--- src/rtl/pico_frame_rx_if.sv ---
// Serial frame receiver bus: SPI-side inputs plus register-write and status outputs.
interface pico_frame_rx_if #(
    parameter int unsigned WORD_W = 8,
    parameter int unsigned ADDR_W = 7
);
    logic              sclk;
    logic              serial_in;
    logic              wr_en;
    logic [ADDR_W-1:0] wr_addr;
    logic [WORD_W-1:0] wr_data;
    logic [ADDR_W-1:0] rd_addr;
    logic              frame_active;
    logic              timeout_pulse;
    logic              frame_err;

    modport master (
        output sclk, serial_in,
        input  wr_en, wr_addr, wr_data, rd_addr, frame_active, timeout_pulse, frame_err
    );

    modport slave (
        input  sclk, serial_in,
        output wr_en, wr_addr, wr_data, rd_addr, frame_active, timeout_pulse, frame_err
    );
endinterface

--- src/rtl/pico_frame_rx.sv ---
// SPI-style frame receiver: command word selects a register pointer, following words
// are written (auto-incrementing) or skipped; frames end on an idle timeout.
module pico_frame_rx #(
    parameter int unsigned WORD_W      = 8,
    parameter int unsigned ADDR_W      = 7,
    parameter int unsigned NUM_REGS    = 2 ** ADDR_W,
    parameter int unsigned IDLE_CYCLES = 8
) (
    input logic             iclk,
    input logic             rst,
    pico_frame_rx_if.slave  bus
);
    localparam int unsigned CntW  = $clog2(WORD_W);
    localparam int unsigned IdleW = $clog2(IDLE_CYCLES);
    localparam logic [ADDR_W:0]   NumRegsW = (ADDR_W + 1)'(NUM_REGS);
    localparam logic [ADDR_W-1:0] LastReg  = ADDR_W'(NUM_REGS - 1);

    typedef enum logic [2:0] {StIdle, StCmd, StWrite, StRead, StSkip} state_e;

    state_e            state_q, state_d;
    logic              sclk_m_q, sclk_s_q, sclk_d_q, sin_m_q, sin_s_q;
    // The shifter keeps only WORD_W-1 bits; the oldest bit leaves as the word completes.
    logic [WORD_W-2:0] shreg_q, shreg_d;
    logic [WORD_W-1:0] word_q, word_d;
    logic [CntW-1:0]   bit_cnt_q, bit_cnt_d;
    logic [IdleW-1:0]  idle_cnt_q, idle_cnt_d;
    logic [ADDR_W-1:0] ptr_q, ptr_d, rd_addr_q, rd_addr_d;
    logic              wr_pend_q, wr_pend_d;
    logic              wr_en_q, wr_en_d;
    logic [ADDR_W-1:0] wr_addr_q, wr_addr_d;
    logic [WORD_W-1:0] wr_data_q, wr_data_d;
    logic              tmo_q, tmo_d, ferr_q, ferr_d;

    logic              sclk_rise, word_done, timeout;
    logic [WORD_W-1:0] word;
    logic [ADDR_W-1:0] cmd_addr, ptr_next;

    // State register
    always_ff @(posedge iclk) begin
        if (rst) begin
            // Synchronizers reset high so a held-high sclk gives no edge on release.
            sclk_m_q   <= 1'b1;
            sclk_s_q   <= 1'b1;
            sclk_d_q   <= 1'b1;
            sin_m_q    <= 1'b1;
            sin_s_q    <= 1'b1;
            state_q    <= StIdle;
            shreg_q    <= '0;
            word_q     <= '0;
            bit_cnt_q  <= '0;
            idle_cnt_q <= '0;
            ptr_q      <= '0;
            rd_addr_q  <= '0;
            wr_pend_q  <= 1'b0;
            wr_en_q    <= 1'b0;
            wr_addr_q  <= '0;
            wr_data_q  <= '0;
            tmo_q      <= 1'b0;
            ferr_q     <= 1'b0;
        end else begin
            sclk_m_q   <= bus.sclk;
            sclk_s_q   <= sclk_m_q;
            sclk_d_q   <= sclk_s_q;
            sin_m_q    <= bus.serial_in;
            sin_s_q    <= sin_m_q;
            state_q    <= state_d;
            shreg_q    <= shreg_d;
            word_q     <= word_d;
            bit_cnt_q  <= bit_cnt_d;
            idle_cnt_q <= idle_cnt_d;
            ptr_q      <= ptr_d;
            rd_addr_q  <= rd_addr_d;
            wr_pend_q  <= wr_pend_d;
            wr_en_q    <= wr_en_d;
            wr_addr_q  <= wr_addr_d;
            wr_data_q  <= wr_data_d;
            tmo_q      <= tmo_d;
            ferr_q     <= ferr_d;
        end
    end

    // Next-state and datapath
    always_comb begin
        sclk_rise = sclk_s_q & ~sclk_d_q;
        word      = {shreg_q, sin_s_q};
        word_done = sclk_rise && (bit_cnt_q == CntW'(WORD_W - 1));
        timeout   = (state_q != StIdle) && !sclk_rise && (idle_cnt_q == IdleW'(IDLE_CYCLES - 1));
        cmd_addr  = word[ADDR_W-1:0];
        ptr_next  = (ptr_q == LastReg) ? '0 : ptr_q + 1'b1;

        state_d    = state_q;
        shreg_d    = shreg_q;
        word_d     = word_q;
        bit_cnt_d  = bit_cnt_q;
        idle_cnt_d = idle_cnt_q;
        ptr_d      = ptr_q;
        rd_addr_d  = rd_addr_q;
        wr_pend_d  = 1'b0;
        wr_en_d    = 1'b0;
        wr_addr_d  = '0;
        wr_data_d  = '0;
        tmo_d      = 1'b0;
        ferr_d     = 1'b0;

        // A write word completed last cycle: strobe it out and advance the pointer.
        if (wr_pend_q) begin
            wr_en_d   = 1'b1;
            wr_addr_d = ptr_q;
            wr_data_d = word_q;
            ptr_d     = ptr_next;
            rd_addr_d = ptr_next;
        end

        if (sclk_rise) begin
            shreg_d    = word[WORD_W-2:0];
            bit_cnt_d  = word_done ? '0 : bit_cnt_q + 1'b1;
            idle_cnt_d = '0;
            if (state_q == StIdle) state_d = StCmd;
            if (word_done) begin
                case (state_q)
                    StCmd: begin
                        if ({1'b0, cmd_addr} >= NumRegsW) begin
                            state_d = StSkip;
                        end else begin
                            ptr_d     = cmd_addr;
                            rd_addr_d = cmd_addr;
                            state_d   = word[WORD_W-1] ? StWrite : StRead;
                        end
                    end
                    StWrite: begin
                        wr_pend_d = 1'b1;
                        word_d    = word;
                    end
                    StRead: begin
                        ptr_d     = ptr_next;
                        rd_addr_d = ptr_next;
                    end
                    default: ;
                endcase
            end
        end else if (timeout) begin
            state_d    = StIdle;
            bit_cnt_d  = '0;
            shreg_d    = '0;
            idle_cnt_d = '0;
            tmo_d      = 1'b1;
            ferr_d     = (bit_cnt_q != '0) || (state_q == StSkip);
        end else if (state_q != StIdle) begin
            idle_cnt_d = idle_cnt_q + 1'b1;
        end else begin
            idle_cnt_d = '0;
        end
    end

    // Outputs
    always_comb begin
        bus.wr_en         = wr_en_q;
        bus.wr_addr       = wr_addr_q;
        bus.wr_data       = wr_data_q;
        bus.rd_addr       = rd_addr_q;
        bus.frame_active  = (state_q != StIdle);
        bus.timeout_pulse = tmo_q;
        bus.frame_err     = ferr_q;
    end
endmodule

--- src/flat_wrapper.sv ---
// flat-port wrapper written by rule: the top's interface ports become plain ports
module pico_frame_rx_flat 
#(
    parameter int unsigned WORD_W      = 8,
    parameter int unsigned ADDR_W      = 7,
    parameter int unsigned NUM_REGS    = 2 ** ADDR_W,
    parameter int unsigned IDLE_CYCLES = 8
)
  (iclk, rst, bus_sclk, bus_serial_in, bus_wr_en, bus_wr_addr, bus_wr_data, bus_rd_addr, bus_frame_active, bus_timeout_pulse, bus_frame_err);
  pico_frame_rx_if #(.WORD_W(WORD_W), .ADDR_W(ADDR_W)) bus_i ();
  input logic iclk;
  input logic rst;
  input wire logic [$bits(bus_i.sclk)-1:0] bus_sclk;
  input wire logic [$bits(bus_i.serial_in)-1:0] bus_serial_in;
  output wire logic [$bits(bus_i.wr_en)-1:0] bus_wr_en;
  output wire logic [$bits(bus_i.wr_addr)-1:0] bus_wr_addr;
  output wire logic [$bits(bus_i.wr_data)-1:0] bus_wr_data;
  output wire logic [$bits(bus_i.rd_addr)-1:0] bus_rd_addr;
  output wire logic [$bits(bus_i.frame_active)-1:0] bus_frame_active;
  output wire logic [$bits(bus_i.timeout_pulse)-1:0] bus_timeout_pulse;
  output wire logic [$bits(bus_i.frame_err)-1:0] bus_frame_err;
  assign bus_i.sclk = bus_sclk;
  assign bus_i.serial_in = bus_serial_in;
  assign bus_wr_en = bus_i.wr_en;
  assign bus_wr_addr = bus_i.wr_addr;
  assign bus_wr_data = bus_i.wr_data;
  assign bus_rd_addr = bus_i.rd_addr;
  assign bus_frame_active = bus_i.frame_active;
  assign bus_timeout_pulse = bus_i.timeout_pulse;
  assign bus_frame_err = bus_i.frame_err;
  pico_frame_rx #(.WORD_W(WORD_W), .ADDR_W(ADDR_W), .NUM_REGS(NUM_REGS), .IDLE_CYCLES(IDLE_CYCLES)) u_core (.iclk(iclk), .rst(rst), .bus(bus_i));
endmodule
--- config.mk ---
export PLATFORM = sky130hd
export DESIGN_NAME = pico_frame_rx_flat
export DESIGN_NICKNAME = d
export VERILOG_FILES = /design/src/rtl/pico_frame_rx_if.sv /design/src/rtl/pico_frame_rx.sv /design/src/flat_wrapper.sv
export SDC_FILE = /design/constraint.sdc
export NUM_CORES = 1
export LEC_CHECK = 0
export CORE_MARGIN = 2
export CORE_UTILIZATION = 54
export DETAILED_ROUTE_END_ITERATION = 8
export GPL_TIMING_DRIVEN = 1
export PLACE_DENSITY = 0.88
export SLEW_MARGIN = 15
export SYNTH_ARGS = -nofsm -noshare
export SYNTH_HDL_FRONTEND = slang
export SYNTH_SLANG_ARGS = --single-unit
export TNS_END_PERCENT = 1
--- constraint.sdc ---
create_clock -name iclk -period 3.77 [get_ports iclk]
set_input_delay 1.131 -clock iclk [delete_from_list [all_inputs] [get_ports iclk]]
set_output_delay 1.131 -clock iclk [all_outputs]
set_load 0.03 [all_outputs]
* Word level (Yosys, flattened, before mapping)
Index checks and enable logic that the tools add are counted.
** Word-level totals
- Logic and storage cells :: 72
- Output and inout bits :: 26
- Latch bits :: 0
- Memories kept :: 0
- Memory bits (writable) :: 0
- Bits in registers :: 62
- Bits in read-only memories :: 0
- Input port bits :: 4
** Operators by class
- Magnitude comparators :: 0
- Divide/modulo/power cells :: 0
- Bitwise logic cells :: 7
- Shifts and indexed selects :: 0
- Mux-type cells :: 22
- $mul :: 0
- Equality and inequality tests :: 7
- Reduce and logical (&&, ||, !) cells :: 15
- Add/subtract/negate cells :: 3
** Operators by type and width (number)
- $mux 7 :: 9
- $pmux 7 s2 :: 2
- $mux 3 :: 7
- $eq 3x3->1 const B :: 3
- $add 7x1->7 const B :: 1
- $eq 7x7->1 const B :: 1
- $add 3x1->3 const B :: 2
- $eq 3x2->1 const B :: 2
- $not 1->1 :: 6
- $reduce_bool 3->1 :: 2
- $reduce_or 3->1 :: 2
- $mux 1 :: 4
- $reduce_or 2->1 :: 2
- $reduce_or 4->1 :: 1
- $eq 3x1->1 const B :: 1
- $logic_and 1x1->1 :: 3
- $logic_not 3->1 :: 1
- $reduce_and 3->1 :: 1
- $reduce_bool 2->1 :: 1
- $and 1x1->1 :: 1
- $logic_not 1->1 :: 1
- $logic_or 1x1->1 :: 1

* Logic depth before layout (Yosys ltp)
- Depth in word-level cells :: 7
- Depth in mapped cells :: 8
- Depth with buffers taken out :: 7

* Least setup slack after synthesis
Ideal clock, no wire load.
- Path kind :: input port to flip-flop
- From :: input rst
- To :: register u_core.wr_addr_q[6], in the netlist u_core.bus.wr_addr[6]
- Setup slack :: 1.897 ns
- Data arrival time :: 1.813 ns
- Library setup time :: 0.059 ns
- Stages :: 4
- Path buffers :: 2
- Cells stage by stage :: buf_6 -> nor2b_1 -> clkbuf_1 -> and2_1
** Between the ends
- Word-level cells in the longest chain between the ends :: 1
** Ends and longest elaborated chain
- start: declaration :: RTL line flat_wrapper.sv:12 : input logic rst;
- $reduce_or 2->1 (no source line)
- end signal: assignment :: RTL line pico_frame_rx.sv:75 : wr_addr_q <= wr_addr_d;
- end: declaration :: RTL line pico_frame_rx.sv:30 : logic [ADDR_W-1:0] wr_addr_q, wr_addr_d;
No other way between the ends.
A chain may end at the register's enable or synchronous reset.

* Final worst setup path
- From :: register u_core.state_q[1]
- To :: output bus_frame_active
** Between the ends
- Word-level cells in the longest chain between the ends :: 1
** Ends and longest elaborated chain
- start: declaration :: RTL line pico_frame_rx.sv:20 : state_e state_q, state_d;
- start signal: assignment :: RTL line pico_frame_rx.sv:47 : state_q <= StIdle;
- start signal: assignment :: RTL line pico_frame_rx.sv:66 : state_q <= state_d;
- $reduce_bool 3->1 :: RTL line pico_frame_rx.sv:161 : bus.frame_active = (state_q != StIdle);
- end: declaration :: RTL line flat_wrapper.sv:19 : output wire logic [$bits(bus_i.frame_active)-1:0] bus_frame_active;
No other way between the ends.

==> summary.md <==
| Metric | Value |
|---|---|
| Multi-input gate area | 1040 sq um |
| IO Count | 30 |
| Worst r2r src | u_core.bit_cnt_q[0] |
| CTS resizes | 0 |
| Reg area | roughly 1200 sq um |
| Delay-heaviest family, CP | buffers and inverters |
| Number of max-cap violations | 0 |
| Drt via density | about 5.5 |
| Async SR Flop Fraction | 0% |
| Die Span Y | 70.6 um |
| Routability cong. | 0.850 |
| Reg power frac | 47.7% |
| Yosys warnings | 0 |
| Final period utilization | 81.8% |
| Hold-fix buffers at CTS | 0 |
| Routed Antenna Nets | 0 |
| Max-slew violations | 0 |
| Sequential element share of the synthesized area | about half |
| Skew-Pair Late Insertion Delay | 350 ps |
| Drt first pass iters | 4 |
| Pint | 1.12 mW |
| Initial Utilization | between 50% and 60% |
| Combinational power share | around 1.8% |
| Overall Global Routing Usage | between 20 and 25% |
| DRT iter0 DRCs | 82 |
| Antenna violations before repair | 0 |
| Commonest non-fill, non-tap cell in the layout | dfxtp_1 |
| Critical Path AT | 1950 ps |
| Worst-path clk slew | roughly 60 ps |
| # rows | 24 |
| Top fanout value on the critical path | 16 |
| Syn_area_per_cell | 9.85 sq um |
| Core area | 4320 sq um |
| Worst Tran Pin Value | 799 ps |
| Vias in the first global route | 1712 |
| Clock skew | between 7 and 8 ps |
| Syn nets | 253 |
| Most frequent cells in the layout | 62 x dfxtp_1, 29 x clkdlybuf4s50_1, 25 x nor2_1 |
| Clock tree buffer depth | 2 |
| Grt total ovfl | 0 |
| Leakage | 1.15 nW |
| CP Data Required Time | roughly 2600 ps |
| First-pass GRT wire length | 7.73 mm |
| Nets | 281 |
| Post-Syn Area | 2390 sq um |
| Peak supply drop | 344 uV |
| Port buffer count | 29 |
| Clock share of power | between 50% and 60% |
| RSZ-0062 raised after global routing | false |
| CP peak stage delay | 680 ps |
| Seq cells post-synth | 62 |
| CTS Root Cell | clkbuf_8 |
| Post-Syn Instances | approximately 240 |
| Post-synth cell types | 44 |
| Setup tns final | 0 ps |
| Die area | 4980 sq um |
| Status | complete, no violations |
| Slew margin rel. | 46.6% |
| # fillers | about 350 |
| Sink Count | 62 |
| Hold wc startpoint | u_core.sin_m_q |
| Endpoint class of the critical path | output pin |
| Synth Flop Type | dfxtp_1 |
| Area Growth Syn to Fin | 21.6% |
| Critical path launch point | u_core.state_q[1] |
| FMAX | 0.324 GHz |
| Final wirelength | ~4.5 mm |
| TritonCTS clock tree | built |
| CTS Buf Count | 9 |
| Detailed-route via count | ~1.8k |
| Share of post-route cells with drive strength above 1 | 11.6% |
| Power Total | 1.39 mW |
| DR WL/cell | around 14 um |
| P_sw | 265 uW |
| Worst path buffer plus inverter count | 2 |
| Setup CP Type | flip-flop to output pin |
| H-tree levels | 3 |
| Slowest library cell on the worst path | dfxtp_1 |
| Ant. Diodes | 0 |
| Post-CTS Setup Repair Bufs | 0 |
| Startpoint Class | flip-flop |
| Switching part of the total power | 19.1% |
| EDFF count, synth | 0 |
| HP Class | flip-flop to flip-flop |
| Final Hold Vio Count | 0 |
| Final setup viols | 0 |
| Largest net degree at the start of global routing | 26 |
| DRC | 0 |
| Final Critical Period | 3080 ps |
| Horiz. Die Dim | 70.6 um |
| Pwr/cell area | between 400 and 500 nW/um^2 |
| Cell Chain, Critical Path | nor3_2 -> inv_2 -> clkdlybuf4s50_1 |
| Dpl hpwl | a little under 3 mm |
-- stage by stage --
step	instances	utilization, %	setup slack (ps)	hold slack [ps]	cell area (sq um)
finish	327	67.3	686	409	2910
global placement	312	61.8	989	393	2670
CTS	327	67.3	683	416	2910
detailed placement	312	61.8	990	403	2670
floorplan	243	-	1900	389	2390
global route	327	67.3	604	434	2910
-- power by group through the flow --
stage | sequential [mW] | clock (mW) | combinational [mW]
after CTS | 0.661 | 0.710 | 0.0247
after detailed placement | 0.676 | 0 | 0.0241
after floorplan | 0.675 | 0 | 0.0182
after global placement | 0.676 | 0 | 0.0237
after global routing | 0.661 | 0.735 | 0.0275
final | 0.661 | 0.700 | 0.0247
-- sequential cells by signal, indices dropped and copies added, names as in the netlist --
register	count
u_core.bit_cnt_q	3
u_core.bus.rd_addr	7
u_core.bus.wr_en	1
u_core.bus.wr_addr	7
u_core.shreg_q	7
u_core.sclk_m_q	1
u_core.sclk_s_q	1
u_core.word_q	8
u_core.sclk_d_q	1
u_core.bus.wr_data	8
u_core.sin_s_q	1
u_core.ptr_q	7
u_core.bus.timeout_pulse	1
u_core.wr_pend_q	1
u_core.idle_cnt_q	3
u_core.sin_m_q	1
u_core.bus.frame_err	1
u_core.state_q	3
-- final timing paths --
kind	endpoint	slack, ps	depth (start not counted)
worst min-delay path	u_core.sin_s_q	410	1
worst max register to register	u_core.word_q[5]	1670	6
worst min register to register	u_core.sin_s_q	410	1
worst max-delay path	bus_frame_active	690	3
-- cell families after synthesis --
kind of cell	after synthesis	share of synthesized area (%)
xor gates and xnor gates	6	2.20
buffers and inverters	20	4.55
muxes	7	2.98
DFF	62	51.9
adders and majority gates	6	3.14
and+or+nand+nor	92	21.8
AOI/OAI and AO/OA	50	13.5
-- synth_stat cells (2+ instances only) --
cell / instances / area (sq um)
nand2_1: 10 / 37.5
dfxtp_1: 62 / 1240
mux2i_1: 6 / 60.1
inv_1: 6 / 22.5
nor2b_1: 6 / 37.5
and3_1: 4 / 25.0
o31a_1: 3 / 26.3
nor3_1: 4 / 20.0
or2_2: 5 / 31.3
and3_4: 2 / 22.5
buf_6: 3 / 33.8
nor3b_1: 2 / 15.0
xnor2_1: 3 / 26.3
o211ai_1: 7 / 52.6
nand3b_1: 2 / 15.0
nand2b_1: 7 / 43.8
o21ai_0: 4 / 20.0
and2_1: 14 / 87.6
nor2_1: 25 / 93.8
ha_1: 6 / 75.1
nand3_1: 3 / 15.0
clkbuf_1: 5 / 18.8
a31oi_1: 5 / 31.3
a22oi_1: 9 / 67.6
xor2_1: 3 / 26.3
buf_2: 2 / 10.0
a21oi_1: 18 / 90.1
-- cell type report --
cell class | instances | area share, %
multi-input cells | 161 | 35.9
clock buffers | 11 | 4.86
flip-flops and latches | 62 | 42.6
inverters | 7 | 0.903
repair buffers | 30 | 10.2
clock inverters | 4 | 3.27
well taps | 52 | 2.24
-- per-layer routing --
metal	track usage [%]	wire length (um)
met1	23.7	1960
met2	32.5	2180
met5	0	0
met3	7.55	269
met4	12.2	106
Power figures use the tool's default switching activity.
